==> src/rtl/rv32m_pkg.sv <==
// Shared RV32M execute-cluster definitions for the pipelined multiplier.
//   mul_op_e     funct3[1:0] encoding of MUL/MULH/MULHSU/MULHU
//   mul_stage_t  one pipeline stage: partial accumulator, operand magnitudes,
//                product sign, high-half select, ROB tag and valid
//   MUL_STAGES   number of radix-8 accumulate stages
package rv32m_pkg;

  localparam int unsigned MUL_WIDTH     = 32;
  localparam int unsigned MUL_TAG_WIDTH = 5;
  localparam int unsigned MUL_STAGES    = (MUL_WIDTH + 2) / 3;

  typedef enum logic [1:0] {
    OpMul    = 2'b00,
    OpMulh   = 2'b01,
    OpMulhsu = 2'b10,
    OpMulhu  = 2'b11
  } mul_op_e;

  typedef struct packed {
    logic [2*MUL_WIDTH-1:0]   acc;
    logic [MUL_WIDTH-1:0]     mag_a;
    logic [MUL_WIDTH-1:0]     mag_b;
    logic                     sign_p;
    logic                     hi_sel;
    logic [MUL_TAG_WIDTH-1:0] tag;
    logic                     valid;
  } mul_stage_t;

endpackage

==> src/rtl/radix8_mul_stage.sv <==
// One combinational radix-8 accumulate step.
//   stage_in   stage contents entering step IDX
//   stage_out  same contents with acc += (mag_a * digit) << 3*(IDX-1)
// IDX is the 1-based stage index selecting the 3-bit multiplier digit.
module radix8_mul_stage
  import rv32m_pkg::*;
#(
  parameter int unsigned IDX = 1
) (
  input  mul_stage_t stage_in,
  output mul_stage_t stage_out
);

  localparam int unsigned Shift = 3 * (IDX - 1);

  // Zero-fill above the operand so the top digit reads only real bits.
  logic [MUL_WIDTH+2:0]   b_ext;
  logic [2:0]             digit;
  logic [2*MUL_WIDTH-1:0] partial;

  always_comb begin
    b_ext   = {3'b000, stage_in.mag_b};
    digit   = b_ext[Shift +: 3];
    partial = ((2*MUL_WIDTH)'(stage_in.mag_a) * (2*MUL_WIDTH)'(digit)) << Shift;

    stage_out     = stage_in;
    stage_out.acc = stage_in.acc + partial;
  end

endmodule

==> src/rtl/radix8_multiplier.sv <==
// Pipelined radix-8 integer multiplier (MUL/MULH/MULHSU/MULHU).
//   clk, rst          clock; asynchronous active-high reset
//   flush             synchronous kill of every in-flight op and the current input
//   valid_in, op      op present this cycle and its funct3[1:0] encoding
//   src_a, src_b      multiplicand (rs1) and multiplier (rs2)
//   tag_in            ROB tag travelling with the op
//   valid_out         result valid, 12 cycles after issue, one op per cycle
//   result, tag_out   selected product half and its tag; zero when not valid
// WIDTH/TAG_WIDTH must match the rv32m_pkg stage struct.
module radix8_multiplier
  import rv32m_pkg::*;
#(
  parameter int unsigned WIDTH     = MUL_WIDTH,
  parameter int unsigned TAG_WIDTH = MUL_TAG_WIDTH
) (
  input  logic                 clk,
  input  logic                 rst,
  input  logic                 flush,
  input  logic                 valid_in,
  input  logic [1:0]           op,
  input  logic [WIDTH-1:0]     src_a,
  input  logic [WIDTH-1:0]     src_b,
  input  logic [TAG_WIDTH-1:0] tag_in,
  output logic                 valid_out,
  output logic [WIDTH-1:0]     result,
  output logic [TAG_WIDTH-1:0] tag_out
);

  mul_stage_t pipe_q   [MUL_STAGES+1];
  mul_stage_t stage_nxt[MUL_STAGES+1];
  mul_stage_t in_d;

  mul_op_e    op_e;
  logic       sign_a;
  logic       sign_b;

  // Input conditioning: signed operands become sign + magnitude so the
  // accumulate stages only ever add unsigned partial products.
  always_comb begin
    op_e   = mul_op_e'(op);
    sign_a = ((op_e == OpMulh) || (op_e == OpMulhsu)) && src_a[WIDTH-1];
    sign_b = (op_e == OpMulh) && src_b[WIDTH-1];

    in_d = '0;
    // Idle or flushed inputs load an all-zero bubble, keeping X and toggling out.
    if (valid_in && !flush) begin
      in_d.mag_a  = sign_a ? (~src_a + 1'b1) : src_a;
      in_d.mag_b  = sign_b ? (~src_b + 1'b1) : src_b;
      in_d.sign_p = sign_a ^ sign_b;
      in_d.hi_sel = (op_e != OpMul);
      in_d.tag    = tag_in;
      in_d.valid  = 1'b1;
    end
  end

  assign stage_nxt[0] = '0;

  for (genvar k = 1; k <= MUL_STAGES; k++) begin : g_stage
    radix8_mul_stage #(
      .IDX (k)
    ) u_stage (
      .stage_in  (pipe_q[k-1]),
      .stage_out (stage_nxt[k])
    );
  end

  always_ff @(posedge clk or posedge rst) begin
    if (rst) begin
      for (int k = 0; k <= MUL_STAGES; k++) begin
        pipe_q[k] <= '0;
      end
    end else begin
      pipe_q[0] <= in_d;
      for (int k = 1; k <= MUL_STAGES; k++) begin
        pipe_q[k] <= flush ? '0 : stage_nxt[k];
      end
    end
  end

  mul_stage_t             last;
  logic [2*WIDTH-1:0]     prod;

  always_comb begin
    last      = pipe_q[MUL_STAGES];
    prod      = last.sign_p ? (~last.acc + 1'b1) : last.acc;
    valid_out = last.valid;
    result    = '0;
    tag_out   = '0;
    if (last.valid) begin
      result  = last.hi_sel ? prod[2*WIDTH-1:WIDTH] : prod[WIDTH-1:0];
      tag_out = last.tag;
    end
  end

endmodule

==> config.mk <==
export PLATFORM = sky130hd
export DESIGN_NAME = radix8_multiplier
export DESIGN_NICKNAME = d
export VERILOG_FILES = /design/src/rtl/rv32m_pkg.sv /design/src/rtl/radix8_mul_stage.sv /design/src/rtl/radix8_multiplier.sv
export SDC_FILE = /design/constraint.sdc
export NUM_CORES = 2
export LEC_CHECK = 0
export ABC_AREA = 1
export BUFFER_PORTS_ARGS = -buffer_cell sky130_fd_sc_hd__clkbuf_2
export CAP_MARGIN = 20
export CELL_PAD_IN_SITES_DETAIL_PLACEMENT = 0
export CELL_PAD_IN_SITES_GLOBAL_PLACEMENT = 2
export CORE_ASPECT_RATIO = 1.5
export CORE_MARGIN = 2
export CORE_UTILIZATION = 35
export CTS_BUF_LIST = sky130_fd_sc_hd__clkbuf_4 sky130_fd_sc_hd__clkbuf_8
export CTS_CLUSTER_SIZE = 30
export DETAILED_ROUTE_END_ITERATION = 6
export GPL_TIMING_DRIVEN = 0
export PLACE_DENSITY_LB_ADDON = 0.2
export SYNTH_ARGS = -nofsm -noshare
export SYNTH_HDL_FRONTEND = slang
export SYNTH_SLANG_ARGS = --single-unit
==> constraint.sdc <==
create_clock -name clk -period 39.1 [get_ports clk]
set_input_delay 3.91 -clock clk [delete_from_list [all_inputs] [get_ports clk]]
set_output_delay 3.91 -clock clk [all_outputs]
set_load 0.02 [all_outputs]
== Word-level counts from Yosys, hierarchy flattened ==
Index checks and enable logic that the tools add are counted.

* Flip-flop bits (word level): 1,475
* Input port bits: 75
* Output and inout bits: 38
* Word-level logic and storage cells: 135

* $add $sub $neg: 13
* Multiply operators: 11
* Equality and inequality tests: 2
* Mux-type cells: 18
* Bitwise logic cells: 4
* Reduce and logical (&&, ||, !) cells: 6

{| class="wikitable"
|+ Operators by type and width
! kind !! count
|-
| two-way mux 136 bit || 10
|-
| multiplier 32 x 3 -> 35 bit || 10
|-
| two-way mux 32 bit || 4
|-
| two-way mux 107 bit || 1
|-
| two-way mux 72 bit || 1
|-
| adder 32 x 1 -> 32 bit (second input constant) || 2
|-
| adder 64 x 1 -> 64 bit (second input constant) || 1
|-
| adder 64 x 41 -> 64 bit || 1
|-
| adder 64 x 44 -> 64 bit || 1
|-
| adder 64 x 47 -> 64 bit || 1
|-
| adder 64 x 50 -> 64 bit || 1
|-
| adder 64 x 53 -> 64 bit || 1
|-
| adder 64 x 56 -> 64 bit || 1
|-
| adder 64 x 59 -> 64 bit || 1
|-
| adder 64 x 62 -> 64 bit || 1
|-
| adder 64 bit || 1
|-
| two-way mux 64 bit || 1
|-
| NOT 32 bit || 2
|-
| NOT 64 bit || 1
|-
| adder 35 x 38 -> 39 bit || 1
|-
| multiplier 32 x 2 -> 34 bit || 1
|-
| two-way mux 5 bit || 1
|-
| logical AND 1 bit || 3
|-
| == test 2 x 1 -> 1 bit (second input constant) || 1
|-
| 5 further kinds || 5
|}

== Depth between registers and ports, before layout ==
* Depth after elaboration: 5
* Depth in mapped cells: 33
* Gate-level depth less buffers: 32

== By module ==
Synthesis repeated with hierarchy kept, for this count alone.

* Cells, all modules: 20,920
* Area, all modules: 134,661.7 µm²

{| class="wikitable"
|+ Modules (own cells, without submodules)
! module !! instances !! cells an instance !! area each (µm²) !! sequential area each (µm²)
|-
| radix8_multiplier || 1 || 5,635 || 54,126.9 || 37,636.1
|-
| radix8_mul_stage (g_stage[2].u_stage) || 1 || 1,580 || 8,055.2 || 0.0
|-
| radix8_mul_stage (g_stage[4].u_stage) || 1 || 1,521 || 8,010.2 || 0.0
|-
| radix8_mul_stage (g_stage[3].u_stage) || 1 || 1,529 || 7,895.1 || 0.0
|-
| radix8_mul_stage (g_stage[5].u_stage) || 1 || 1,481 || 7,739.9 || 0.0
|-
| radix8_mul_stage (g_stage[6].u_stage) || 1 || 1,498 || 7,739.9 || 0.0
|-
| radix8_mul_stage (g_stage[7].u_stage) || 1 || 1,433 || 7,558.5 || 0.0
|-
| radix8_mul_stage (g_stage[1].u_stage) || 1 || 1,355 || 7,298.2 || 0.0
|-
| radix8_mul_stage (g_stage[8].u_stage) || 1 || 1,353 || 7,188.1 || 0.0
|-
| radix8_mul_stage (g_stage[9].u_stage) || 1 || 1,294 || 6,942.9 || 0.0
|-
| radix8_mul_stage (g_stage[10].u_stage) || 1 || 1,227 || 6,685.2 || 0.0
|-
| radix8_mul_stage (g_stage[11].u_stage) || 1 || 1,014 || 5,421.4 || 0.0
|}

== Worst setup path after synthesis ==
Ideal clock, no wire load.

* Path kind: reg2out
* From: register pipe_q, in the netlist last[72]
* To: output result[20]
* Data arrival time: 1,938 ps
* Required time: 35,190 ps
* Setup slack: 33,252 ps
* Cell stages (with the launch flop): 13
* Buffers on the path: 0
* Cells stage by stage: dfrtp_1 -> inv_2 -> ha_1 -> nand3_2 -> nor2_4 -> nand2_4 -> nor2_4 -> nand2_2 -> o21ai_4 -> o2111ai_1 -> nand2_1 -> inv_1 -> a21oi_1

* Longest elaborated chain between the ends: 5

{| class="wikitable"
|+ Ends and longest elaborated chain
! element !! line !! text
|-
| start: declaration || radix8_multiplier.sv:29 || <nowiki>mul_stage_t pipe_q [MUL_STAGES+1];</nowiki>
|-
| start signal: indexed assignment || radix8_multiplier.sv:75 || <nowiki>pipe_q[k] <= flush ? '0 : stage_nxt[k];</nowiki>
|-
| NOT 64 bit || radix8_multiplier.sv:85 || <nowiki>prod = last.sign_p ? (~last.acc + 1'b1) : last.acc;</nowiki>
|-
| adder 64 x 1 -> 64 bit || radix8_multiplier.sv:85 ||
|-
| two-way mux 64 bit || radix8_multiplier.sv:85 ||
|-
| two-way mux 32 bit || radix8_multiplier.sv:90 || <nowiki>result = last.hi_sel ? prod[2*WIDTH-1:WIDTH] : prod[WIDTH-1:0];</nowiki>
|-
| two-way mux 32 bit || radix8_multiplier.sv:89 || <nowiki>if (last.valid) begin</nowiki>
|-
| end: declaration || radix8_multiplier.sv:25 || <nowiki>output logic [WIDTH-1:0] result,</nowiki>
|}

No other way between the ends.

== Final worst setup path ==
* From: register pipe_q, in the netlist last[72]
* To: output result[17]

Same word-level chain as after synthesis.

==> results.md <==
- Outcome: finished, violations left
- Failing checks: DRC
- Period utilisation layout: around 20%
- Syn Std Cell Area: 95500 µm²
- Fmax: about 130 MHz
- Detailed Routing Iterations Pass 1: 7
- DR vias/cell: between 4 and 5
- Most frequent cells in the layout: nand2_1, inv_1, nor2_1
- Busiest layer in global routing: met2
- Area of the die: 277000 µm²
- Endpoints failing setup: 0
- Fin util: approximately two fifths
- Clk_skew: roughly 140 ps
- Max incr delay on CP: around 460 ps
- H-tree depth: 4
- I/O Buffers: between 100 and 150
- CTS max path bufs: 4
- Hold crit path type: reg2reg
- Die W: roughly 430 µm
- CTS sink cnt: roughly 1.2k
- CTS tree: done
- PwrDens: ~25 nW/µm²
- Post-synth EDFFs: 0
- Post-route ant nets: 0
- Clk_lat worst skew: slightly above 1000 ps
- Sequential area share after synthesis: 31.3%
- CP required: 35190 ps
- Syn avg cell area: 6.97 µm²
- Row cnt: ~230
- Fin Setup TNS: 0 ps
- Post-Synthesis Net Count: 14.8k
- Vias in the first global route: a little over 90k
- GR Layer Usage met2: 53.5%
- RSZ-0062 raised after global routing: no
- Final hold violation count: 0
- Worst path slowest cell: nor3_2
- Tightest Pin Transition: ~1200 ps
- Cell mode on critical path: nand2_1
- PostCTS Resize Cnt: 0
- Initial core utilization: 35.2%
- Peak VDD IR: 0.0246 mV
- LEAKAGE: roughly 56 nW
- TritonCTS Buffers: 206
- Clock transition at path regs: around 60 ps
- CP Class: reg2out
- Slew headroom: between 20% and 30%
- Drt initial violations: roughly 4.6k
- Yosys warns: 0
- Hpwl dp: between 300000 and 400000 µm
- Total track usage: a little over a quarter
- Cells after synthesis: 13.7k
- Post-DR wirelength/cell: about 21 µm
- Arrival @ worst endpoint: about 3800 ps
- Ys flop type: dfrtp_1
- Commonest non-fill, non-tap cell in the layout: nand2_1
- Crit-path cells: inv_2 -> nand3_2 -> nor3_2 -> nand2_1 -> inv_2 -> nand2_2 -> inv_2 -> nand2_1 -> nand2_1 -> nand2_1 -> o21ai_1 -> a21oi_1 -> nor2_1 -> clkbuf_2
- Via count: about 88k
- CORE AREA: roughly 270000 µm²
- Initial antenna violation count: 8
- Global-route wire length before repair: about 560000 µm
- Post-CTS Hold Buffers: 0
- Post-route minimum period: about 7700 ps
- Startpoint types: flip-flop
- Number of setup buffers added after CTS: 0
- Max cap viols: 0
- Layout area overhead: 10.5%
- Largest net degree at the start of global routing: between 100 and 150
- Share of cells above drive strength 1: under 10%
- Crit. End Element: output pin
- Clock Tree Root: clkbuf_8
- Routing usage on met3: about 2.2%
- DRC: 1
- Top cells by area, synth: dfrtp_1, nand2_1, inv_1
- Drt total wl: 370000 µm
- # nets final: between 15k and 20k
- WHS: 377 ps
- Die height: around 640 µm
- CP max FO: 6
- Yosys reg bits: roughly 1.2k
- Total grt overflow: 0
- GRT met1 Usage: between 20% and 30%
- Post-synth cell types: 54
- Pins Over Slew Limit: 0
- Ports: 113
- Yosys top cell area share: between 30 and 40%
- Synth area leader: dfrtp_1
- FFs w/ async S/R, synth: 100%
- Routability cong.: between 0.9 and 1
synthesized netlist by cell type (3+ instances only):
| master | instances |
|---|---|
| a211oi_1 | 11 |
| a21boi_0 | 29 |
| a21o_1 | 126 |
| a21oi_1 | 1063 |
| a21oi_2 | 3 |
| a31o_2 | 3 |
| a31oi_1 | 103 |
| and2_1 | 5 |
| and3_1 | 17 |
| and3b_1 | 7 |
| buf_1 | 12 |
| buf_2 | 6 |
| clkbuf_1 | 237 |
| dfrtp_1 | 1193 |
| fa_1 | 321 |
| ha_1 | 705 |
| inv_1 | 2617 |
| inv_2 | 7 |
| nand2_1 | 3120 |
| nand2_2 | 12 |
| nand3_1 | 426 |
| nand3_2 | 8 |
| nand3b_1 | 23 |
| nand4_1 | 77 |
| nor2_1 | 2059 |
| nor2_2 | 4 |
| nor2_4 | 4 |
| nor3_1 | 137 |
| nor3_2 | 4 |
| nor3b_1 | 16 |
| nor4_1 | 46 |
| o211ai_1 | 25 |
| o21a_1 | 36 |
| o21ai_0 | 647 |
| o21ai_1 | 39 |
| o21ai_2 | 10 |
| o21bai_1 | 110 |
| o221a_2 | 3 |
| o221ai_1 | 8 |
| o31ai_1 | 15 |
| or2_1 | 7 |
| or2_2 | 13 |
| xnor2_1 | 159 |
| xor2_1 | 213 |
layout make-up:
cell class	instances	area, µm²
antenna	2	5.00
sequential	1193	29900
timing repair buffer	135	1060
inverter	2624	9860
clock buffer	295	3780
buffer	255	972
tap	3540	4430
clock inverter	59	686
fill	29300	166000
multi-input combinational	9626	54800
cell families (layout without fill, tap and decap cells):
kind of cell	Yosys count	count (layout)	synth area share, %
fa+ha+maj	1026	1026	16.0
compound gates	2240	2240	13.0
other cells	0	2	0
simple gates	5988	5988	25.1
xor+xnor	372	372	3.41
buf+inv	2879	3368	11.3
flops	1193	1193	31.3
worst paths after layout:
check / cells past startpoint / endpoint / slack, ps / start
min in group asynchronous: 2 / pipe_q[1538] / 2870 / rst
min reg2reg: 2 / pipe_q[1371] / 380 / pipe_q[1507]
max in group asynchronous: 7 / pipe_q[607] / 32980 / rst
min: 2 / pipe_q[1371] / 380 / pipe_q[1507]
max: 14 / result[17] / 31370 / last[72]
max reg2reg: 25 / pipe_q[923] / 32300 / pipe_q[972]
worst max-delay path, delay by kind of cell (launching register included):
family                 cells  cell delay [ps]
AND/OR/NAND/NOR            8             1620
buffers and inverters      4              540
flip-flops                 1              390
AO/OA/AOI/OAI              2              250
metrics by stage:
step	instance area (µm²)	total power, W	std cells	setup WS (ps)
CTS	105000	0.00269	17700	31230
global route	105000	0.00275	17700	31060
floorplan	95500	0.00134	13700	1580
detailed placement	101000	0.00141	17400	31940
global placement	100000	0.00140	17400	-10060
finish	105000	0.00264	17700	31370
registers in the layout (all words and copies together), names as in the netlist:
name,flops
pipe_q,1121
last,71
valid_out,1
metal layers:
layer  up-vias  wire [µm]
met5         -          0
met4         0      26800
li1      43500          -
met1     42100     127000
met3       776       8990
met2      1612     207000
power breakdown:
group | internal [W] | leakage (nW) | switching [W]
clock network | 0.000703 | 2.33 | 0.000557
logic | 0.0000258 | 36.7 | 0.0000943
registers | 0.00125 | 16.6 | 0.0000125
total | 0.00198 | 55.7 | 0.000664
Power figures use the tool's default switching activity.
